[src/rtl/door_pkg.sv]
// Shared definitions for the door access sequencer: state codes,
// default timing parameters and small helpers.
package door_pkg;

  typedef enum logic [2:0] {
    ST_RELOCK  = 3'd0,
    ST_ARMED   = 3'd1,
    ST_OPEN    = 3'd2,
    ST_FAIL    = 3'd3,
    ST_LOCKOUT = 3'd4
  } seq_state_t;

  localparam int DEF_MAX_FAIL       = 3;
  localparam int DEF_UNLOCK_CYCLES  = 16;
  localparam int DEF_LOCKOUT_CYCLES = 64;
  localparam int DEF_ENTRY_TIMEOUT  = 32;

  localparam int DWELL_W = 8;

  function automatic logic [1:0] sat_inc2(input logic [1:0] v);
    return (v == 2'd3) ? 2'd3 : v + 2'd1;
  endfunction

endpackage

[src/rtl/dwell_timer.sv]
// Loadable 8-bit down counter; expired marks the last cycle of a dwell.
module dwell_timer
  import door_pkg::*;
(
  input  logic               clk,
  input  logic               rst,
  input  logic               load,
  input  logic [DWELL_W-1:0] value,
  output logic               expired,
  output logic [DWELL_W-1:0] count
);

  // Holds at zero once drained so an unused dwell never wraps.
  always_ff @(posedge clk or posedge rst) begin
    if (rst) begin
      count <= '0;
    end else if (load) begin
      count <= value;
    end else if (count != '0) begin
      count <= count - 1'b1;
    end
  end

  assign expired = (count == DWELL_W'(1));

endmodule

[src/rtl/door_access_sequencer.sv]
// Sequences a keypad lock controller: gates digits, opens the door on a
// correct code, counts wrong codes and raises a timed alarm lockout.
module door_access_sequencer
  import door_pkg::*;
#(
  parameter int MAX_FAIL       = DEF_MAX_FAIL,
  parameter int UNLOCK_CYCLES  = DEF_UNLOCK_CYCLES,
  parameter int LOCKOUT_CYCLES = DEF_LOCKOUT_CYCLES,
  parameter int ENTRY_TIMEOUT  = DEF_ENTRY_TIMEOUT
) (
  input  logic       clk,
  input  logic       rst,
  input  logic       enter,
  input  logic       lock_out,
  input  logic       lock_err,
  output logic       lock_enter,
  output logic       lock_rst,
  output logic       door_open,
  output logic       alarm,
  output logic [1:0] fail_cnt,
  output logic [2:0] seq_state
);

  seq_state_t         state;
  seq_state_t         nxt;
  logic               entry_started;
  logic               dwell_load;
  logic [DWELL_W-1:0] dwell_value;
  logic [DWELL_W-1:0] dwell_count;
  logic               dwell_expired;

  dwell_timer u_dwell (
    .clk     (clk),
    .rst     (rst),
    .load    (dwell_load),
    .value   (dwell_value),
    .expired (dwell_expired),
    .count   (dwell_count)
  );

  // Lock controller flags are only meaningful while ARMED.
  always_comb begin
    nxt = state;
    case (state)
      ST_RELOCK:  if (dwell_expired) nxt = ST_ARMED;
      ST_ARMED: begin
        if (lock_out)      nxt = ST_OPEN;
        else if (lock_err) nxt = ST_FAIL;
        else if (entry_started && !enter && dwell_expired) nxt = ST_RELOCK;
      end
      ST_OPEN:    if (dwell_expired) nxt = ST_RELOCK;
      ST_FAIL:    nxt = (fail_cnt == 2'(MAX_FAIL)) ? ST_LOCKOUT : ST_RELOCK;
      ST_LOCKOUT: if (dwell_expired) nxt = ST_RELOCK;
      default:    nxt = ST_RELOCK;
    endcase
  end

  // A drained dwell in RELOCK only happens straight after reset; loading 1
  // there gives the extra lock_rst cycle before arming.
  always_comb begin
    dwell_load = (nxt != state)
              || (state == ST_ARMED && enter)
              || (state == ST_RELOCK && dwell_count == '0);
    case (nxt)
      ST_ARMED:   dwell_value = DWELL_W'(ENTRY_TIMEOUT);
      ST_OPEN:    dwell_value = DWELL_W'(UNLOCK_CYCLES);
      ST_LOCKOUT: dwell_value = DWELL_W'(LOCKOUT_CYCLES);
      default:    dwell_value = DWELL_W'(1);
    endcase
  end

  always_ff @(posedge clk or posedge rst) begin
    if (rst) begin
      state         <= ST_RELOCK;
      lock_rst      <= 1'b1;
      door_open     <= 1'b0;
      alarm         <= 1'b0;
      fail_cnt      <= 2'd0;
      entry_started <= 1'b0;
    end else begin
      state     <= nxt;
      lock_rst  <= (nxt == ST_RELOCK);
      door_open <= (nxt == ST_OPEN);
      alarm     <= (nxt == ST_LOCKOUT);
      entry_started <= (state == ST_ARMED && nxt == ST_ARMED) ? (entry_started | enter) : 1'b0;
      if (state == ST_ARMED && nxt == ST_FAIL) begin
        fail_cnt <= sat_inc2(fail_cnt);
      end else if (state == ST_ARMED && nxt == ST_OPEN) begin
        fail_cnt <= 2'd0;
      end else if (state == ST_LOCKOUT && nxt == ST_RELOCK) begin
        fail_cnt <= 2'd0;
      end
    end
  end

  assign lock_enter = enter && (state == ST_ARMED);
  assign seq_state  = state;

endmodule

[config.mk]
export PLATFORM = sky130hd
export DESIGN_NAME = door_access_sequencer
export DESIGN_NICKNAME = d
export VERILOG_FILES = /design/src/rtl/door_pkg.sv /design/src/rtl/dwell_timer.sv /design/src/rtl/door_access_sequencer.sv
export SDC_FILE = /design/constraint.sdc
export NUM_CORES = 1
export LEC_CHECK = 0
export ABC_CLOCK_PERIOD_IN_PS = 4700
export CAP_MARGIN = 20
export CORE_ASPECT_RATIO = 1.25
export CORE_MARGIN = 3
export CORE_UTILIZATION = 56
export DETAILED_ROUTE_END_ITERATION = 10
export PLACE_DENSITY = 0.92
export REMOVE_ABC_BUFFERS = 1
export SKIP_CTS_REPAIR_TIMING = 1
export SLEW_MARGIN = 20
export SYNTH_ARGS = -nofsm -noshare
export SYNTH_HDL_FRONTEND = slang
export SYNTH_SLANG_ARGS = --single-unit
export TNS_END_PERCENT = 5
[constraint.sdc]
create_clock -name clk -period 4.7 [get_ports clk]
set_input_delay 0.47 -clock clk [delete_from_list [all_inputs] [get_ports clk]]
set_output_delay 0.47 -clock clk [all_outputs]
set_load 0.02 [all_outputs]
* After elaboration in Yosys (flattened, before gate mapping)
Index checks and enable logic that the tools add are counted.
Operators by class: $add $sub $neg 2, $mul 0, div/mod/pow operators 0, $lt $le $gt $ge 0, equal/unequal tests 11, shift operators 0, mux-type cells 15, bitwise gates (word level) 1, reduce and logical (&&, ||, !) cells 18
Operator list (count):
- $pmux 7 s3 | 1
- $mux 3 | 6
- $mux 8 | 2
- $eq 3x2->1 const B | 4
- $pmux 3 s4 | 1
- $eq 8x1->1 const B | 1
- $logic_and 1x1->1 | 8
- $logic_not 8->1 | 1
- $mux 2 | 4
- $reduce_bool 8->1 | 1
- $sub 8x1->8 const B | 1
- $eq 3x1->1 const B | 2
- $eq 3x3->1 const B | 2
- $logic_not 3->1 | 2
- $ne 3x3->1 | 1
- $reduce_bool 3->1 | 1
- $add 2x1->2 const B | 1
- $eq 2x2->1 const B | 1
- $logic_or 1x1->1 | 2
- $reduce_bool 2->1 | 1
- $reduce_or 2->1 | 1
- $logic_not 1->1 | 1
- $mux 1 | 1
- $or 1x1->1 | 1
Storage, ports and cells: bits in registers 17, latch bits 0, bits in writable memories 0, ROM bits 0, output and inout bits 9, memories 0

* Depth between registers and ports, before layout
Gate-level depths: netlist of the first run.
depth in word-level cells 12, mapped depth 8, mapped depth without buffers 7

* Cells and area by module
From an unflattened synthesis of the first run, not the netlist that was laid out.
Unflattened totals: cells, all modules 110, area total of the unflattened synthesis 1019.7 um^2
By module, submodules not included:
- door_access_sequencer | instances 1, cells an instance 55, area each 516.7 um^2, seq. area each 226.5 um^2
- dwell_timer | instances 1, cells an instance 55, area each 503.0 um^2, seq. area each 200.2 um^2

* Worst setup path before layout of the first run
No wires, ideal clock.
path type register to register, start reg u_dwell.count[2], end reg u_dwell.count[0], library setup time 0.120 ns, arrival time 1.977 ns, data required time 4.580 ns, setup slack 2.603 ns, cell stages (with the launch flop) 7, path buffers 1, period minus slack after synthesis 2.097 ns, cell sequence dfrtp_1 > or4_1 > buf_2 > or3_4 > o22a_4 > nand2b_4 > a31o_1
Between the ends: longest elaborated chain between the ends 10, elaborated cells on any way between the ends 20, classes of those cells eq/ne (5); mux (8); reduce/logical (7)
Ends and longest elaborated chain:
- from (decl) | RTL line dwell_timer.sv:10 | output logic [DWELL_W-1:0] count
- from (signal assigned) | RTL line dwell_timer.sv:18 | count <= value;
- from (signal assigned) | RTL line dwell_timer.sv:20 | count <= count - 1'b1;
- $eq 8x1->1 (*) | RTL line dwell_timer.sv:24 | assign expired = (count == DWELL_W'(1));
- $logic_and 1x1->1 | RTL line door_access_sequencer.sv:49 | else if (entry_started && !enter && dwell_expired) nxt = ST_RELOCK;
- $mux 3 | RTL line door_access_sequencer.sv:49
- $mux 3 | RTL line door_access_sequencer.sv:48 | else if (lock_err) nxt = ST_FAIL;
- $mux 3 | RTL line door_access_sequencer.sv:47 | if (lock_out) nxt = ST_OPEN;
- $pmux 3 s4 (*) | RTL line door_access_sequencer.sv:44 | case (state)
- named net nxt[0] | RTL line door_access_sequencer.sv:25 | seq_state_t nxt;
- parallel branches: the longest is 4 deep, another holds $mux 8
Mark *: on every way through the listed nets, which the timed path passes. A chain may end at the register's enable or synchronous reset.

* Worst setup path in the final report of the first run
start reg u_dwell.count[2], end reg u_dwell.count[0]
Between the ends: longest elaborated chain between the ends 10, elaborated cells on any way between the ends 20, classes of those cells eq/ne (5); mux (8); reduce/logical (7)
Ends and longest elaborated chain:
- parallel branches: the longest is 10 deep, another holds $eq 8x1->1
Parallel ways; which one is timed is not known.

==> results of run 1 <==
[registers in the layout (all words and copies together) (netlist names)]
| signal | cells |
|---|---|
| entry_started | 1 |
| fail_cnt | 2 |
| lock_rst | 1 |
| alarm | 1 |
| u_dwell.count | 8 |
| seq_state | 3 |
| door_open | 1 |
[where the power goes]
group	internal [uW]	total (uW)	switching, uW
combinational	4.34	9.82	5.48
sequential	147	147	0.483
clock	31.7	77.9	46.2
[worst paths after layout]
path	startpoint	endpoint	slack, ns	cells past startpoint
max in group asynchronous	rst	u_dwell.count[2]	3.73	2
min reg2reg	entry_started	entry_started	0.58	2
max	u_dwell.count[2]	u_dwell.count[0]	2.44	5
max reg2reg	u_dwell.count[2]	u_dwell.count[0]	2.44	5
min in group clk	entry_started	entry_started	0.58	2
min	rst	u_dwell.count[5]	0.55	2
[logic make-up after synthesis]
family | share of synthesized area (%)
muxes | 1.02
DFF | 43.4
AOI/OAI and AO/OA | 14.9
and+or+nand+nor | 26.1
buffers and inverters | 4.46
adders and majority gates | 3.82
xor gates and xnor gates | 6.24
[synthesized netlist by cell type, types with 3 or more instances]
master,count,area share (%)
or3_1,4,2.5
clkbuf_1,3,1.1
nor3_1,5,2.5
nand3_1,3,1.5
a21oi_1,4,2.0
dfrtp_1,16,41
xnor2_1,5,4.5
nand2_1,5,1.9
ha_1,3,3.8
inv_1,6,2.3
nor4_1,3,1.9
nand2b_1,3,1.9
nor2_1,11,4.2
[per-stage QoR]
stage	hold WS, ns	setup slack [ns]	std cells
after detailed placement	0.554	2.38	129
after global routing	0.582	2.37	133
final	0.552	2.44	133
after CTS	0.564	2.45	133
after global placement	0.535	2.50	129
after floorplan	0.395	2.60	98
[per-layer routing]
metal	track usage (%)	vias up
met3	2.75	8
li1	-	392
met2	38.2	21
met1	21.3	382
met4	13.6	0
met5	0	-
[layout make-up]
class	count	area, um2
clock buffers	3	22.5
well taps	18	22.5
flip-flops and latches	17	427
fillers	129	460
inverters	6	22.5
multi-input cells	75	512
repair buffers	13	130
clock inverters	1	5.00
==> impl_metrics.yaml, run 1 <==
timing:
  skew_ns: 0.000862
  clock.fmax_ghz: 0.443
  rsz0062_at_grt: "no"
  period_share_pct: 48.1
  maxSlewHeadroom_pct: 56.9
  tns_ns: 0
  worst_pin_slew_ns: 0.637
  slew_viol_final: 0
  finalCriticalPeriod_ns: 2.26
  setup_viol: 0
  finalHoldViolCount: 0
floorplanning:
  die_w_um: 43.5
  core_area_um2: 1600
  ios: 14
  num_rows: 16
  start_util_pct: 61.3
  die_area_um2: 2300
  fp.dieH_um: 52.8
yosys:
  synth_seq_cells: 17
  synth_cell_type_count: 40
  synth_edf_count: 0
  synthCells: 103
  synth_seq_area_share_pct: 43.4
  synthArstFlopShare_pct: 100
  synth_warnings: 0
  avgSynthCellArea_um2: 9.54
  synth_area_um2: 982
  ys.flop_type: "dfrtp_1"
place:
  gp_routability_congestion: 0.758
  dpl_cell_area_um2: 1110
  port_buffers: 13
  dp_hpwl_um: 1580
clock_tree:
  cts-buffers-inserted: 3
  clk_path_buf_depth: 2
  cts_sinks: 17
  cts_max_level: 1
  cts_tree: "done"
  cts.clk_slew.worst_paths_ns: 0.10
  cts_root_buf: "clkbuf_4"
  clk_latency_ns: 0.29
cells_and_area:
  finish.instance_area_um2: 1140
  final_common_cell: "dfrtp_1"
  layout_common_cells: "dfrtp_1 (16), clkdlybuf4s50_1 (13), nor2_1 (11), inv_1 (6)"
  final_util_pct: 71.3
  final_layout_size_suffix_gt1_share_pct: 8.70
  area_delta_synth_final_pct: 16.2
  final_nets: 124
  num_antenna_cells: 0
global_route:
  grt_pass1_wl_um: 3510
  grt-ovfl-total: 0
  grt_max_degree: 18
  grt_pass1_vias: 859
  antenna_found_initial: 0
  grt.total_usage_pct: 20.7
worst_setup_path:
  cp_common_cell: "or4_1"
  critical_path_class: "register to register"
  critPathSlowestCell: "or4_1"
  path_max_fanout: 8
  critPathTopFamily: "simple AND/OR/NAND/NOR gates"
  cp.required_ns: 4.89
  cp-start-kind: "register"
  crit_path_cell_trace: "or4_1 > or4_1 > o211ai_2 > nor2_1 > a31o_1"
  critPathArrivalTime_ns: 2.45
  slowest_delay_ns: 0.69
  cp_num_buf_inv: 0
  crit_path_end_kind: "register"
detailed_routing:
  drt_iter0_markers: 15
  ant_nets: 0
  drt_pass1_iterations: 4
  route.detailed.wl_per_inst_um: 15.3
  wl_met2_um: 1080
  drc: 0
  route.vias.total: 803
  met3WireLength_um: 89
  m1WireLength_um: 806
  vias_per_cell: 6.04
  routed.top_layer: "met4"
  finalWirelength_um: 2040
power_and_ir_drop:
  powerDensity_nw_per_um2: 206
  p_total_uw: 235
  leakage_uw: 0.000458
  vdd_drop_max_mv: 0.197
run_status:
  status: "completed"
min_path:
  hold_class: "input port to asynchronous set/reset pin"
flow_run:
  cap_violations: 0
Note: power is estimated with default switching activity, not from simulation.
==> run 2: changes to the inputs <==
--- a/config.mk
+++ b/config.mk
@@ -5,13 +5,13 @@
 export SDC_FILE = /design/constraint.sdc
 export NUM_CORES = 1
 export LEC_CHECK = 0
-export ABC_CLOCK_PERIOD_IN_PS = 4700
+export ABC_CLOCK_PERIOD_IN_PS = 2300
 export CAP_MARGIN = 20
 export CORE_ASPECT_RATIO = 1.25
 export CORE_MARGIN = 3
-export CORE_UTILIZATION = 56
+export CORE_UTILIZATION = 52
 export DETAILED_ROUTE_END_ITERATION = 10
-export PLACE_DENSITY = 0.92
+export PLACE_DENSITY = 0.87
 export REMOVE_ABC_BUFFERS = 1
 export SKIP_CTS_REPAIR_TIMING = 1
 export SLEW_MARGIN = 20
==> constraint.sdc (replaced) <==
create_clock -name clk -period 2.3 [get_ports clk]
set_input_delay 0.23 -clock clk [delete_from_list [all_inputs] [get_ports clk]]
set_output_delay 0.23 -clock clk [all_outputs]
set_load 0.02 [all_outputs]
==> run 2 against run 1 <==
  * Utilization shrank 2.8 points
  * Sequential share of layout area down 0.33 points
  * First-iteration DRC count increased to 2.6 times the previous value
  * Sequential cell count stayed put
  * Setup slack got worse by 2.3 ns
  * Critical path type unchanged
  * Critical endpoint unchanged
  * Largest power group unchanged
==> impl_metrics.yaml, run 2 (synthesis gave the netlist of run 1 again) <==
clock_tree:
  cts-buffers-inserted: 3
  cts_sinks: 17
  cts_root_buf: "clkbuf_4"
  cts_tree: "done"
  clk_latency_ns: 0.29
  cts.clk_slew.worst_paths_ns: 0.09
  clk_path_buf_depth: 2
  cts_max_level: 1
worst_setup_path:
  critPathSlowestCell: "or4_4"
  slowest_delay_ns: 0.61
  critPathTopFamily: "simple AND/OR/NAND/NOR gates"
  crit_path_cell_trace: "or4_4 > or4_1 > o211ai_2 > nor2_1 > a31o_1"
  cp.required_ns: 2.49
  crit_path_end_kind: "register"
  cp-start-kind: "register"
  critical_path_class: "register to register"
  cp_num_buf_inv: 0
  path_max_fanout: 8
  critPathArrivalTime_ns: 2.34
min_path:
  hold_class: "input port to asynchronous set/reset pin"
place:
  dpl_cell_area_um2: 1120
  port_buffers: 13
  dp_hpwl_um: 1490
  gp_routability_congestion: 0.796
power_and_ir_drop:
  powerDensity_nw_per_um2: 416
  vdd_drop_max_mv: 0.303
  leakage_uw: 0.000463
global_route:
  grt-ovfl-total: 0
  grt_pass1_wl_um: 3480
  grt_max_degree: 18
  grt.total_usage_pct: 19.7
  antenna_found_initial: 0
  grt_pass1_vias: 777
cells_and_area:
  largest_reg_flops: 8
  final_layout_size_suffix_gt1_share_pct: 9.48
  finish.instance_area_um2: 1150
  regMostFlops: "u_dwell.count"
  layout_common_cells: "dfrtp_1 (16), clkdlybuf4s50_1 (13), nor2_1 (11), inv_1 (6)"
  num_antenna_cells: 0
  final_common_cell: "dfrtp_1"
  final_nets: 125
  fillers: 143
  area_delta_synth_final_pct: 17.2
detailed_routing:
  route.vias.total: 826
  route.detailed.wl_per_inst_um: 15.7
  drc: 0
  ant_nets: 0
  drt_iter0_markers: 39
  drt_pass1_iterations: 4
  vias_per_cell: 6.16
  finalWirelength_um: 2110
timing:
  finalCriticalPeriod_ns: 2.15
  maxSlewHeadroom_pct: 57.9
  tns_ns: 0
  setup_viol: 0
  slew_viol_final: 0
  finalHoldViolCount: 0
  clock.fmax_ghz: 0.464
  skew_ns: 0.00167
  rsz0062_at_grt: "no"
  worst_pin_slew_ns: 0.630
  period_share_pct: 93.7
flow_run:
  cap_violations: 0
floorplanning:
  die_w_um: 44.9
  core_area_um2: 1680
  ios: 14
  start_util_pct: 58.4
  num_rows: 16
  die_area_um2: 2450
  fp.dieH_um: 54.6
run_status:
  status: "completed"
-- run 2: where the power goes --
part / switching, uW / leakage, uW / internal, uW
logic: 11.5 / 0.000251 / 8.88
registers: 0.860 / 0.000197 / 300
clock network: 90.5 / 0.0000150 / 67.5
total: 103 / 0.000463 / 376
-- run 2: through the flow --
stage                     hold slack [ns]  setup WS [ns]  power (uW)  util (%)  instances
after floorplan                     0.155          0.201         314         -         98
after global placement              0.524          0.137         326      66.7        130
after detailed placement            0.533         0.0893         327      66.7        130
after CTS                           0.336         0.0635         481      68.2        134
after global routing                0.353          0.106         499      68.5        134
final                               0.314          0.145         479      68.5        134
-- run 2: cell type report --
cell class / instances / area (um2) / share of cell area, %
Timing Repair Buffer: 14 / 138 / 12.0
Inverter: 6 / 22.5 / 1.96
Sequential cell: 17 / 427 / 37.1
Clock buffer: 4 / 26.3 / 2.28
Multi-Input combinational cell: 75 / 515 / 44.8
Tap cell: 18 / 22.5 / 1.96
-- run 2: worst paths after layout --
path / start / to / slack [ns] / depth (start not counted)
min reg2reg: entry_started / entry_started / 0.56 / 2
max: u_dwell.count[2] / u_dwell.count[0] / 0.15 / 5
max in group asynchronous: rst / fail_cnt[1] / 1.58 / 2
min in group clk: entry_started / entry_started / 0.56 / 2
max reg2reg: u_dwell.count[2] / u_dwell.count[0] / 0.15 / 5
min: rst / u_dwell.count[0] / 0.31 / 2
-- run 2: metal layers --
layer  global-route usage (%)  share of wire (%)
met5                        0                  0
met4                     9.76                2.8
met3                     3.62                5.4
met2                     32.3                 50
met1                     24.9                 41
